$ cat src/rtl/sign_ext_pkg.sv
// Shared types and constants for the stream sign extender.
// Widths for the in_bits field are derived here from the source width.
package sign_ext_pkg;

    localparam int unsigned STATS_W      = 32;
    localparam int unsigned IN_WIDTH_DEF = 16;

    function automatic int unsigned clog2(input int unsigned v);
        int unsigned r;
        r = 0;
        while (r < 32 && (64'd1 << r) < 64'(v)) begin
            r++;
        end
        return r;
    endfunction

    // in_bits must encode 0..IN_WIDTH, hence IN_WIDTH+1 distinct values
    function automatic int unsigned bits_w(input int unsigned in_width);
        return clog2(in_width + 1);
    endfunction

    localparam int unsigned BITS_W = bits_w(IN_WIDTH_DEF);

    typedef enum logic [1:0] {
        ST_EMPTY = 2'd0,
        ST_ONE   = 2'd1,
        ST_TWO   = 2'd2
    } stage_state_e;

endpackage

$ cat src/rtl/stream_sign_extender_pipe_skid_stage.sv
// Two-entry ready/valid register stage with registered upstream ready.
// Head entry drives the output; tail absorbs a word while downstream stalls.
module pipe_skid_stage
    import sign_ext_pkg::*;
#(
    parameter int unsigned WIDTH = 8
) (
    input  logic             clk,
    input  logic             rst_n,
    input  logic             in_valid,
    output logic             in_ready,
    input  logic [WIDTH-1:0] in_data,
    output logic             out_valid,
    input  logic             out_ready,
    output logic [WIDTH-1:0] out_data
);

    stage_state_e     state;
    stage_state_e     state_next;
    logic [WIDTH-1:0] head;
    logic [WIDTH-1:0] head_next;
    logic [WIDTH-1:0] tail;
    logic [WIDTH-1:0] tail_next;
    logic             up;
    logic             dn;

    always_ff @(posedge clk or negedge rst_n) begin
        if (!rst_n) begin
            state     <= ST_EMPTY;
            head      <= '0;
            tail      <= '0;
            in_ready  <= 1'b1;
            out_valid <= 1'b0;
        end else begin
            state     <= state_next;
            head      <= head_next;
            tail      <= tail_next;
            in_ready  <= (state_next != ST_TWO);
            out_valid <= (state_next != ST_EMPTY);
        end
    end

    always_comb begin
        up         = in_valid & in_ready;
        dn         = out_valid & out_ready;
        state_next = state;
        head_next  = head;
        tail_next  = tail;
        case (state)
            ST_EMPTY: begin
                if (up) begin
                    head_next  = in_data;
                    state_next = ST_ONE;
                end
            end
            ST_ONE: begin
                if (up && dn) begin
                    head_next = in_data;
                end else if (up) begin
                    tail_next  = in_data;
                    state_next = ST_TWO;
                end else if (dn) begin
                    state_next = ST_EMPTY;
                end
            end
            ST_TWO: begin
                if (dn) begin
                    head_next  = tail;
                    state_next = ST_ONE;
                end
            end
            default: state_next = ST_EMPTY;
        endcase
    end

    assign out_data = head;

endmodule

$ cat src/rtl/stream_sign_extender.sv
// Two-stage ready/valid sign/zero extender with runtime source width.
// Optional negative-word counter enabled by defining SIGN_EXT_STATS_EN.
module stream_sign_extender
    import sign_ext_pkg::*;
#(
    parameter  int unsigned IN_WIDTH  = 16,
    parameter  int unsigned OUT_WIDTH = 32,
    localparam int unsigned IN_BITS_W = bits_w(IN_WIDTH)
) (
    input  logic                 clk,
    input  logic                 rst_n,
    input  logic                 in_valid,
    output logic                 in_ready,
    input  logic [IN_WIDTH-1:0]  in_data,
    input  logic [IN_BITS_W-1:0] in_bits,
    input  logic                 in_signed,
    output logic                 out_valid,
    input  logic                 out_ready,
    output logic [OUT_WIDTH-1:0] out_data,
    output logic                 out_err
`ifdef SIGN_EXT_STATS_EN
    ,
    output logic [STATS_W-1:0]   neg_count
`endif
);

    if (IN_WIDTH < 1) begin : g_bad_in_width
        $error("stream_sign_extender: IN_WIDTH must be >= 1");
    end
    if (OUT_WIDTH < IN_WIDTH) begin : g_bad_out_width
        $error("stream_sign_extender: OUT_WIDTH must be >= IN_WIDTH");
    end

    typedef struct packed {
        logic [IN_WIDTH-1:0]  data;
        logic [IN_BITS_W-1:0] n;
        logic                 err;
        logic                 ext;
    } s1_payload_t;

    typedef struct packed {
        logic [OUT_WIDTH-1:0] data;
        logic                 err;
`ifdef SIGN_EXT_STATS_EN
        logic                 ext;
`endif
    } s2_payload_t;

    s1_payload_t s1_in;
    s1_payload_t s1_out;
    s2_payload_t s2_in;
    s2_payload_t s2_out;
    logic        s1_valid;
    logic        s2_ready;

    // Clamp illegal widths, mask ignored high bits, pick the extension bit
    always_comb begin
        s1_in     = '0;
        s1_in.err = (in_bits == '0) || (int'(in_bits) > int'(IN_WIDTH));
        s1_in.n   = s1_in.err ? IN_BITS_W'(IN_WIDTH) : in_bits;
        for (int i = 0; i < int'(IN_WIDTH); i++) begin
            if (i < int'(s1_in.n)) begin
                s1_in.data[i] = in_data[i];
            end
            if (i == int'(s1_in.n) - 1) begin
                s1_in.ext = in_signed & in_data[i];
            end
        end
    end

    pipe_skid_stage #(.WIDTH($bits(s1_payload_t))) u_stage1 (
        .clk       (clk),
        .rst_n     (rst_n),
        .in_valid  (in_valid),
        .in_ready  (in_ready),
        .in_data   (s1_in),
        .out_valid (s1_valid),
        .out_ready (s2_ready),
        .out_data  (s1_out)
    );

    // Fill every bit at or above n with the extension bit
    always_comb begin
        s2_in      = '0;
        s2_in.data = OUT_WIDTH'(s1_out.data);
        for (int i = 0; i < int'(OUT_WIDTH); i++) begin
            if (i >= int'(s1_out.n)) begin
                s2_in.data[i] = s1_out.ext;
            end
        end
        s2_in.err = s1_out.err;
`ifdef SIGN_EXT_STATS_EN
        s2_in.ext = s1_out.ext;
`endif
    end

    pipe_skid_stage #(.WIDTH($bits(s2_payload_t))) u_stage2 (
        .clk       (clk),
        .rst_n     (rst_n),
        .in_valid  (s1_valid),
        .in_ready  (s2_ready),
        .in_data   (s2_in),
        .out_valid (out_valid),
        .out_ready (out_ready),
        .out_data  (s2_out)
    );

    assign out_data = s2_out.data;
    assign out_err  = s2_out.err;

`ifdef SIGN_EXT_STATS_EN
    // Saturating count of delivered words whose extension bit was 1
    always_ff @(posedge clk or negedge rst_n) begin
        if (!rst_n) begin
            neg_count <= '0;
        end else if (out_valid && out_ready && s2_out.ext && (neg_count != '1)) begin
            neg_count <= neg_count + STATS_W'(1);
        end
    end
`endif

endmodule
$ cat config.mk
export PLATFORM = sky130hd
export DESIGN_NAME = stream_sign_extender
export DESIGN_NICKNAME = d
export VERILOG_FILES = /design/src/rtl/sign_ext_pkg.sv /design/src/rtl/stream_sign_extender_pipe_skid_stage.sv /design/src/rtl/stream_sign_extender.sv
export SDC_FILE = /design/constraint.sdc
export NUM_CORES = 1
export LEC_CHECK = 0
export CAP_MARGIN = 20
export CORE_ASPECT_RATIO = 2
export CORE_MARGIN = 2
export CORE_UTILIZATION = 40
export CTS_CLUSTER_DIAMETER = 30
export DETAILED_ROUTE_END_ITERATION = 8
export MAX_ROUTING_LAYER = met4
export PLACE_DENSITY = 0.63
export SLEW_MARGIN = 25
export SYNTH_ARGS = -nofsm -noshare
export SYNTH_HDL_FRONTEND = slang
export SYNTH_SLANG_ARGS = --single-unit
$ cat constraint.sdc
create_clock -name clk -period 1.9 [get_ports clk]
set_input_delay 0.57 -clock clk [delete_from_list [all_inputs] [get_ports clk]]
set_output_delay 0.57 -clock clk [all_outputs]
set_load 0.005 [all_outputs]
==> key figures, run 1 <==
Status
  • Outcome: stopped before the end
  • Fail Step: 5_2_route
  • Halt Reason: [ERROR DRT-0255] Maze Route cannot find path of net clk in worker of routeBox ( 48300 0 ) ( 89865 48300 ).

Yosys
  • Count of warnings emitted by yosys: 0
  • Mapped Area: 5900 sq um
  • Number of enable flip-flop cells after synthesis: 0
  • Post-synthesis instance total: 683
  • Area leader, netlist: sky130_fd_sc_hd__dfrtp_1
  • Largest cells by area after synthesis: sky130_fd_sc_hd__dfrtp_1 (50%), sky130_fd_sc_hd__o21ai_0 (8.9%), sky130_fd_sc_hd__nand2_1 (8.2%)
  • Async SR Flop Fraction: 1.00
  • Seq cells post-synth: 120
  • Seq/Total Area, Yosys: 0.510
  • Average footprint of a synthesized cell: 8.64 sq um
  • Count of cell types in the netlist: 57
  • Total nets after synthesis: 710
  • Ys flop type: sky130_fd_sc_hd__dfrtp_1
  • Cell with the most instances after synthesis: sky130_fd_sc_hd__nand2_1
  • Fraction of synthesized cell area taken by the top area cell type: 0.501
  • Leading post-synthesis cells by instance count: sky130_fd_sc_hd__nand2_1 (129), sky130_fd_sc_hd__dfrtp_1 (118), sky130_fd_sc_hd__o21ai_0 (105)

Die
  • Width of the die: 89.9 um
  • Initial cell density of the core: 0.409
  • Ports: 61
  • Vertical extent of the die: approximately 180 um
  • Standard-cell row count: 62

Timing
  • Worst End Pin Type: register data pin
  • Last reported worst endpoint of the global-route repair pass: u_stage1.out_data[0]$_DFFE_PN0P_/D

Place
  • Setup WS pre-CTS: -1120 ps
  • Count of input and output buffers: 60
  • Placement-stage cell area: between 7000 and 8000 sq um
  • Post-DP HPWL: approximately 12000 um
  • Routability congestion estimate from global placement: 0.943

Global routing
  • Number of antenna violations at the first check in global routing: 0
  • Wire length of the first global-routing pass: 26400 um
  • Overall global routing resource usage: 0.219
  • Maximum number of pins on one net before global-route repair: 67
  • Via count of the first global-routing pass: 5367
  • Sum of overflow across all layers after global routing: 0

Clock network
  • Number of buffers created by CTS: 17
  • Max H-tree Level: 4
  • Number of hold buffers added after CTS: 0
  • Largest buffer count on any clock path: 2
  • Cell at the root of the clock tree: sky130_fd_sc_hd__clkbuf_16
  • Sinks on Clock Net: 120
per-stage QoR:
stage / std cells / util
3_3_place_gp: 973 / 0.510
4_1_cts: 1010 / 0.559
3_5_place_dp: 973 / 0.510
2_1_floorplan: 683 / -
5_1_grt: 1011 / 0.564
cells by family after synthesis:
family                     Yosys count  synth area share
AOI/OAI and AO/OA                  216             0.202
adders and majority gates            1           0.00212
buffers and inverters               60            0.0437
DFF                                120             0.510
muxes                               33            0.0581
and+or+nand+nor                    253             0.185
timing repair:
item / 4_1_cts / 5_1_grt
resized for setup: 34 / 13
endpoints found under the setup margin: 38 / 11
endpoints found under the hold margin: 0 / 0
gates cloned: 1 / 0
pin swaps: 10 / 6
buffers inserted: 4 / 1
metal layers:
metal,GRT usage
met1,0.208
met2,0.409
met3,0.0395
met4,0.129
met5,-
==> inputs of run 2 (changes only) <==
--- a/config.mk
+++ b/config.mk
@@ -6,13 +6,10 @@
 export NUM_CORES = 1
 export LEC_CHECK = 0
 export CAP_MARGIN = 20
-export CORE_ASPECT_RATIO = 2
 export CORE_MARGIN = 2
-export CORE_UTILIZATION = 40
-export CTS_CLUSTER_DIAMETER = 30
+export CORE_UTILIZATION = 25
 export DETAILED_ROUTE_END_ITERATION = 8
-export MAX_ROUTING_LAYER = met4
-export PLACE_DENSITY = 0.63
+export PLACE_DENSITY_LB_ADDON = 0.15
 export SLEW_MARGIN = 25
 export SYNTH_ARGS = -nofsm -noshare
 export SYNTH_HDL_FRONTEND = slang
==> run 2 against run 1 <==
  * Global-route usage fell by 8.3 points
  * Area after synthesis did not move
  * The flow now finishes, with violations (setup timing)
  * Synthesized cell count did not move
==> key figures, run 2 <==
Drt
  • Wire length the detailed router placed on met1: 7780 um
  • Detail Route met2 WL: 7190 um
  • Iter 0 DRT Violations: 277
  • DRT Pass-1 Iters: 4
  • Highest layer used for signal routing: met4
  • Final WL: 15700 um
  • Wire length on met3: 517 um
  • DRC violation count after routing: 0
  • Routed vias: 5019
  • Final routed wire length divided by cell count: 13.9 um
  • Avg Vias per Cell: 4.44
  • Post-route ant nets: 0

Power and ir drop
  • Peak VDD IR: 0.569 mV
  • Total power of the final layout: 13500 uW
  • Power dissipated by switching net loads: 4800 uW
  • Switching portion of total power: 0.356
  • Total internal power: a little under 9000 uW
  • Fraction of power consumed by combinational cells: 0.411
  • Share of total power in the clock network: 0.261
  • Total power density per cell area: between 1500 and 2000 nW/um^2
  • Leakage power summed over all cells: between 0.003 and 0.004 uW
  • Flop pwr share: 0.328

Die
  • Standard-cell row count: 56 (-9.7%)
  • Vertical extent of the die: 158 um (-10%)
  • Ports: 61 (unchanged)
  • Core outline area: 23300 sq um
  • Area of the die: 24800 sq um
  • Initial cell density of the core: 0.253 (-0.156)
  • Width of the die: 158 um (+75%)

Worst setup path
  • Critical-path maximum fanout: 5
  • R2R Path Start: u_stage1.out_data[5]
  • Kind of end point of the critical path: flop
  • Setup crit start kind: input pin
  • Worst path arrival time: 2350 ps
  • Endpoint of the lowest-slack register-to-register path: u_stage2.out_data[2]
  • Length in cells of the worst reg-to-reg path: 6
  • Worst-case register-to-register setup slack: 140 ps
  • Type of the worst setup path: input pin to flop
  • Worst path required time: around 2200 ps

Timing
  • Count of endpoints failing setup in the final report: 2
  • Slew at the pin closest to its max-slew limit: 618 ps
  • Post-Route Hold Slack: 473 ps
  • Final hold vios: 0
  • Worst Skew: ~9.4 ps
  • Final critical-path setup slack: -127 ps
  • Normalized max-slew margin: 0.588
  • RSZ-0062 raised after global routing: true
  • Number of max-slew violations in the final report: 0
  • Final period util: 1.07
  • Shortest period the worst path allows: just over 2000 ps
  • Achievable Freq: ~500 MHz

Clock network
  • Clock tree from TritonCTS: built
  • Max H-tree Level: 4 (unchanged)
  • Sinks on Clock Net: 120 (unchanged)
  • Cell at the root of the clock tree: sky130_fd_sc_hd__clkbuf_16
  • Number of buffers created by CTS: 17 (unchanged)
  • Clock latency on the worst-skew pair: between 400 and 500 ps
  • Reg clk slew, reported paths: around 50 ps
  • Largest buffer count on any clock path: 2 (unchanged)

Global routing
  • Maximum number of pins on one net before global-route repair: 74 (+10%)
  • Number of antenna violations at the first check in global routing: 0 (unchanged)
  • Sum of overflow across all layers after global routing: 0 (unchanged)
  • Wire length of the first global-routing pass: 26400 um (+0.16%)
  • Via count of the first global-routing pass: 5023 (-6.4%)
  • Overall global routing resource usage: 0.136 (-0.0832)

Status
  • Outcome: finished, violations left
  • Failing checks: setup timing

Cells and area
  • Net count, final: 826
  • Layout cell share with drive strength beyond 1: 0.218
  • Layout-stage area growth over the synthesis result: 39.7%
  • Commonest non-fill, non-tap cell in the layout: sky130_fd_sc_hd__nand2_1
  • End-of-flow core utilization: 0.353
  • Commonest cells after routing, fill and taps aside: sky130_fd_sc_hd__nand2_1 (125), sky130_fd_sc_hd__dfrtp_1 (118), sky130_fd_sc_hd__o21ai_0 (96)
  • Cell area after layout: a little over 8000 sq um
  • Antenna Cells: 0

Yosys
  • Count of cell types in the netlist: 57 (unchanged)
  • Largest cells by area after synthesis: sky130_fd_sc_hd__dfrtp_1 (50%), sky130_fd_sc_hd__o21ai_0 (8.9%), sky130_fd_sc_hd__nand2_1 (8.2%)
  • Mapped Area: 5900 sq um (unchanged)
  • Total nets after synthesis: 710 (unchanged)
  • Count of warnings emitted by yosys: 0 (unchanged)
  • Leading post-synthesis cells by instance count: sky130_fd_sc_hd__nand2_1 (129), sky130_fd_sc_hd__dfrtp_1 (118), sky130_fd_sc_hd__o21ai_0 (105)
  • Ys flop type: sky130_fd_sc_hd__dfrtp_1
  • Async SR Flop Fraction: 1.00 (unchanged)
  • Post-synthesis instance total: 683 (unchanged)
  • Average footprint of a synthesized cell: 8.64 sq um (unchanged)
  • Fraction of synthesized cell area taken by the top area cell type: 0.501 (unchanged)
  • Seq/Total Area, Yosys: 0.510 (unchanged)
  • Number of enable flip-flop cells after synthesis: 0 (unchanged)
  • Seq cells post-synth: 120 (unchanged)
  • Area leader, netlist: sky130_fd_sc_hd__dfrtp_1
  • Cell with the most instances after synthesis: sky130_fd_sc_hd__nand2_1

Place
  • Post-DP HPWL: 11700 um (-3.3%)
  • Count of input and output buffers: 60 (unchanged)
  • Setup WS pre-CTS: -1030 ps (+87.5 ps)
  • Placement-stage cell area: 7460 sq um (+1.4%)
  • Routability congestion estimate from global placement: 0.829 (-12%)

Flow run
  • Max capacitance violation total: 0

Hold path
  • Worst Min Path Start: u_stage2.tail[15]
  • Worst hold path endpoint: u_stage2.tail[15]
  • Cell count of the worst hold path: 2
  • Path category of the worst min-delay check: flop to flop
==> run 2: what timing repair did <==
| item | CTS | global route |
|---|---|---|
| endpoints found under the setup margin | 36 | 11 |
| gates resized for setup | 33 | 12 |
| buffers inserted | 2 | 2 |
| hold endpoints to repair | 1 | 0 |
| pin swaps | 9 | 9 |
| hold buffers | 1 | 0 |
==> run 2: cell families after synthesis <==
logic type | count (synthesis) | share of synthesized area
AND/OR/NAND/NOR | 253 | 0.185
flip-flops | 120 | 0.510
multiplexers | 33 | 0.0581
adder cells (fa/ha/maj) | 1 | 0.00212
buffers and inverters | 60 | 0.0437
AO/OA/AOI/OAI | 216 | 0.202
==> run 2: worst max path at each step <==
| stage | from | end | slack, ps | cells past startpoint |
|---|---|---|---|---|
| 2_1_floorplan | in_bits[0] | u_stage1.out_data[0] | -420 | 11 |
| 3_3_place_gp | in_bits[0] | u_stage1.out_data[0] | -960 | 11 |
| 3_5_place_dp | in_bits[1] | u_stage1.out_data[0] | -1030 | 11 |
| 4_1_cts | in_bits[1] | u_stage1.out_data[0] | -100 | 11 |
| 5_1_grt | in_bits[0] | u_stage1.out_data[0] | -210 | 11 |
| 6_report | in_bits[0] | u_stage1.out_data[0] | -130 | 11 |
==> run 2: final cells by class <==
class	instances	area (sq um)
Clock inverter	15	226
Fill cell	2414	15100
Tap cell	319	399
Multi-Input combinational cell	503	2780
Sequential cell	120	3010
Timing Repair Buffer	150	1380
Inverter	7	26.3
Clock buffer	17	425
==> run 2: layer usage <==
metal | up-vias | GRT usage
li1 | 2581 | -
met1 | 2331 | 0.185
met2 | 90 | 0.214
met3 | 17 | 0.0312
met4 | 0 | 0.0437
met5 | - | 0
==> run 2: through the flow <==
stage	instances	setup TNS (ps)
finish	1131	-183
global route	1131	-345
CTS	1129	-197
detailed placement	1094	-33530
global placement	1094	-31890
floorplan	683	-4230
==> run 2: worst max-delay path: stages <==
cell and delay [ps]:
sky130_fd_sc_hd__buf_8 100, sky130_fd_sc_hd__nor2_4 100, sky130_fd_sc_hd__nand2_2 70, sky130_fd_sc_hd__ha_4 260
sky130_fd_sc_hd__buf_6 130, sky130_fd_sc_hd__nor2b_4 140, sky130_fd_sc_hd__a21oi_2 40, sky130_fd_sc_hd__a311o_1 280
sky130_fd_sc_hd__a221oi_2 300, sky130_fd_sc_hd__a32oi_2 150, sky130_fd_sc_hd__a31oi_1 210
==> run 2: power groups by stage <==
stage               sequential (uW)  clock [uW]  combinational (uW)
floorplan                      4290           0                3340
global placement               4450           0                5500
detailed placement             4500           0                5580
CTS                            4450        3620                5610
global route                   4600        3760                6350
finish                         4440        3530                5550
(Power assumes the default switching activity.)
==> inputs of run 3 (changes only) <==
--- a/config.mk
+++ b/config.mk
@@ -10,6 +10,7 @@
 export CORE_UTILIZATION = 25
 export DETAILED_ROUTE_END_ITERATION = 8
 export PLACE_DENSITY_LB_ADDON = 0.15
+export SKIP_LAST_GASP = 1
 export SLEW_MARGIN = 25
 export SYNTH_ARGS = -nofsm -noshare
 export SYNTH_HDL_FRONTEND = slang
==> results of run 3 <==
Final layout, timing and power as in run 2 (identical DEF).
==> inputs of run 4 (changes only) <==
--- a/config.mk
+++ b/config.mk
@@ -10,6 +10,7 @@
 export CORE_UTILIZATION = 25
 export DETAILED_ROUTE_END_ITERATION = 8
 export PLACE_DENSITY_LB_ADDON = 0.15
+export RECOVER_POWER = 50
 export SKIP_LAST_GASP = 1
 export SLEW_MARGIN = 25
 export SYNTH_ARGS = -nofsm -noshare
==> run 4 against run 3 <==
  * The run still ends with setup timing left
  * Register-to-register slack about the same
  * Global-route usage unchanged
  * Die area stayed put
  * Core utilization is 0.24 points lower
  * Fmax rose by 0.29%
  * First-iteration DRC count is 3.2% higher
  * Via count about the same
  * Critical path type unchanged
  * Critical endpoint unchanged
==> key figures, run 4 (synthesis results as in run 2) <==
Status
  • Failing checks: setup timing
  • Outcome: finished, violations left

Power and ir drop
  • Total internal power: 8660 uW (-0.49%)
  • Leakage power summed over all cells: 0.00365 uW (-1.1%)
  • Fraction of power consumed by combinational cells: 0.409 (-0.002)
  • Share of total power in the clock network: 0.262 (about the same)
  • Peak VDD IR: 0.569 mV (about the same)
  • Flop pwr share: 0.329 (about the same)
  • Switching portion of total power: 0.356 (+0.000853)
  • Total power density per cell area: 1640 nW/um^2 (+0.33%)
  • Power dissipated by switching net loads: 4800 uW (-0.12%)

Worst setup path
  • Endpoint of the lowest-slack register-to-register path: u_stage2.out_data[2]
  • Setup crit start kind: input pin
  • Type of the worst setup path: input pin to flop
  • Instance count on the critical path: 11 (unchanged)
  • Worst-case register-to-register setup slack: 140 ps (about the same)
  • CP startpoint: in_bits[0]
  • Worst path arrival time: 2340 ps (about the same)
  • Critical path's slowest cell: sky130_fd_sc_hd__a221oi_2
  • R2R Path Start: u_stage1.out_data[5]
  • Kind of end point of the critical path: flop
  • Worst path required time: 2220 ps (about the same)
  • Critical path, cell by cell: buf_8 > nor2_4 > nand2_2 > ha_4 > buf_6 > nor2b_4 > a21oi_2 > a311o_1 > a221oi_2 > a32oi_2 > a31oi_1
  • Critical-path maximum fanout: 5 (unchanged)
  • CP delay by family, top: compound AO/OA/AOI/OAI gates
  • Setup crit end: u_stage1.out_data[0]
  • Length in cells of the worst reg-to-reg path: 6 (unchanged)
  • Delay of the slowest cell on the worst path: 290 ps (about the same)
  • Number of buffer and inverter instances along the worst setup path: 2 (unchanged)

Drt
  • Final WL: 15700 um (about the same)
  • DRC violation count after routing: 0 (unchanged)
  • Avg Vias per Cell: 4.44 (about the same)
  • Routed vias: 5021 (+0.040%)
  • Post-route ant nets: 0 (unchanged)
  • Iter 0 DRT Violations: 286 (+3.2%)
  • DRT Pass-1 Iters: 4 (unchanged)
  • Final routed wire length divided by cell count: 13.9 um (about the same)

Cells and area
  • Layout cell share with drive strength beyond 1: 0.213 (-0.00493)
  • Net count, final: 826 (unchanged)
  • Fill cell instance count of the final layout: 2419 (+0.21%)
  • Commonest non-fill, non-tap cell in the layout: sky130_fd_sc_hd__nand2_1
  • Antenna Cells: 0 (unchanged)
  • Commonest cells after routing, fill and taps aside: sky130_fd_sc_hd__nand2_1 (125), sky130_fd_sc_hd__dfrtp_1 (118), sky130_fd_sc_hd__o21ai_0 (96)
  • Post-layout instance count excluding filler cells: 1131 (unchanged)
  • Layout-stage area growth over the synthesis result: 38.8%

Timing
  • Normalized max-slew margin: 0.316 (-0.272)
  • Number of max-slew violations in the final report: 0 (unchanged)
  • Count of endpoints failing setup in the final report: 2 (unchanged)
  • Sum of negative setup slack: -172 ps (+11.9 ps)
  • Final hold vios: 0 (unchanged)
  • Final critical-path setup slack: -121 ps (+5.95 ps)
  • RSZ-0062 raised after global routing: true
  • Slew at the pin closest to its max-slew limit: 1030 ps (+408 ps)
  • Worst Skew: 9.55 ps (+0.174 ps)
  • Achievable Freq: 495 MHz (+0.29%)
  • Final period util: 1.06 (-0.00313)
  • Shortest period the worst path allows: 2020 ps (-5.95 ps)

Global routing
  • Via count of the first global-routing pass: 5023 (unchanged)
  • Sum of overflow across all layers after global routing: 0 (unchanged)
  • Wire length of the first global-routing pass: 26400 um (unchanged)
  • Number of antenna violations at the first check in global routing: 0 (unchanged)
  • Maximum number of pins on one net before global-route repair: 74 (unchanged)
  • Overall global routing resource usage: 0.136 (unchanged)

Clock network
  • Reg clk slew, reported paths: 50 ps (about the same)
  • Sinks on Clock Net: 120 (unchanged)
  • Clock latency on the worst-skew pair: 410 ps (about the same)
  • Cell at the root of the clock tree: sky130_fd_sc_hd__clkbuf_16
  • Max H-tree Level: 4 (unchanged)
  • Clock tree from TritonCTS: built
  • Largest buffer count on any clock path: 2 (unchanged)
  • Number of buffers created by CTS: 17 (unchanged)

Place
  • Post-DP HPWL: 11700 um (unchanged)
  • Count of input and output buffers: 60 (unchanged)
  • Post-Place Cells: 1094 (unchanged)
  • Routability congestion estimate from global placement: 0.829 (unchanged)

Die
  • Ports: 61 (unchanged)
  • Core outline area: 23300 sq um (unchanged)
  • Standard-cell row count: 56 (unchanged)
  • Area of the die: 24800 sq um (unchanged)
  • Vertical extent of the die: 158 um (unchanged)
  • Initial cell density of the core: 0.253 (unchanged)
  • Width of the die: 158 um (unchanged)

Flow run
  • Max capacitance violation total: 0 (unchanged)

Hold path
  • Path category of the worst min-delay check: flop to flop
[run 4: how the worst min path moves through the flow]
stage / start / end / slack (ps) / cells past startpoint
2_1_floorplan: rst_n / u_stage1.out_data[0] / 270 / 0
3_3_place_gp: rst_n / u_stage2.out_data[26] / 380 / 1
3_5_place_dp: rst_n / u_stage2.out_data[26] / 380 / 1
4_1_cts: u_stage1.tail[19] / u_stage1.tail[19] / 470 / 2
5_1_grt: rst_n / u_stage2.out_data[26] / 480 / 2
6_report: u_stage2.tail[15] / u_stage2.tail[15] / 470 / 2
[run 4: repair_timing]
item | CTS | global route
cloned | 0 | 0
hold buffers | 1 | 0
pin swaps | 9 | 9
setup endpoints to repair | 36 | 11
endpoints found under the hold margin | 1 | 0
buffers inserted | 2 | 2
gates resized for setup | 33 | 12
[run 4: layout make-up]
| class | count | area, sq um | area share |
|---|---|---|---|
| sequential | 120 | 3010 | 0.367 |
| multi-input combinational | 503 | 2770 | 0.339 |
| timing repair buffer | 150 | 1330 | 0.162 |
| clock buffer | 17 | 425 | 0.0520 |
| tap | 319 | 399 | 0.0488 |
| clock inverter | 15 | 226 | 0.0277 |
| inverter | 7 | 26.3 | 0.00321 |
[run 4: power groups by stage]
| stage | sequential [uW] | combinational, uW | clock, uW |
|---|---|---|---|
| final | 4430 | 5500 | 3530 |
| after global routing | 4600 | 6310 | 3760 |
| after CTS | 4450 | 5610 | 3620 |
| after detailed placement | 4500 | 5580 | 0 |
| after global placement | 4450 | 5500 | 0 |
| after floorplan | 4290 | 3340 | 0 |
[run 4: worst reg2reg max path, stage by stage (launching register included)]
cell                      delay (ps)
sky130_fd_sc_hd__dfrtp_1         490
sky130_fd_sc_hd__buf_4           220
sky130_fd_sc_hd__or4_1           440
sky130_fd_sc_hd__a21oi_1         220
sky130_fd_sc_hd__nand2_1          70
sky130_fd_sc_hd__o21ai_0         100
sky130_fd_sc_hd__a21oi_1          90
[run 4: through the flow]
stage / setup slack, ps / instance area (sq um) / power (uW) / util / hold slack, ps
detailed placement: -1030 / 7460 / 10100 / 0.320 / 376
finish: -121 / 8180 / 13500 / 0.351 / 473
CTS: -98.8 / 8180 / 13700 / 0.350 / 473
global route: -208 / 8180 / 14700 / 0.351 / 484
floorplan: -422 / 5990 / 7630 / - / 274
global placement: -955 / 7460 / 9950 / 0.320 / 376
[run 4: layer usage]
metal,up-vias,part of all wire,GRT usage
met2,92,0.46,0.214
met1,2328,0.49,0.185
met4,0,0.015,0.0437
met3,19,0.033,0.0312
li1,2582,-,-
met5,-,0,0
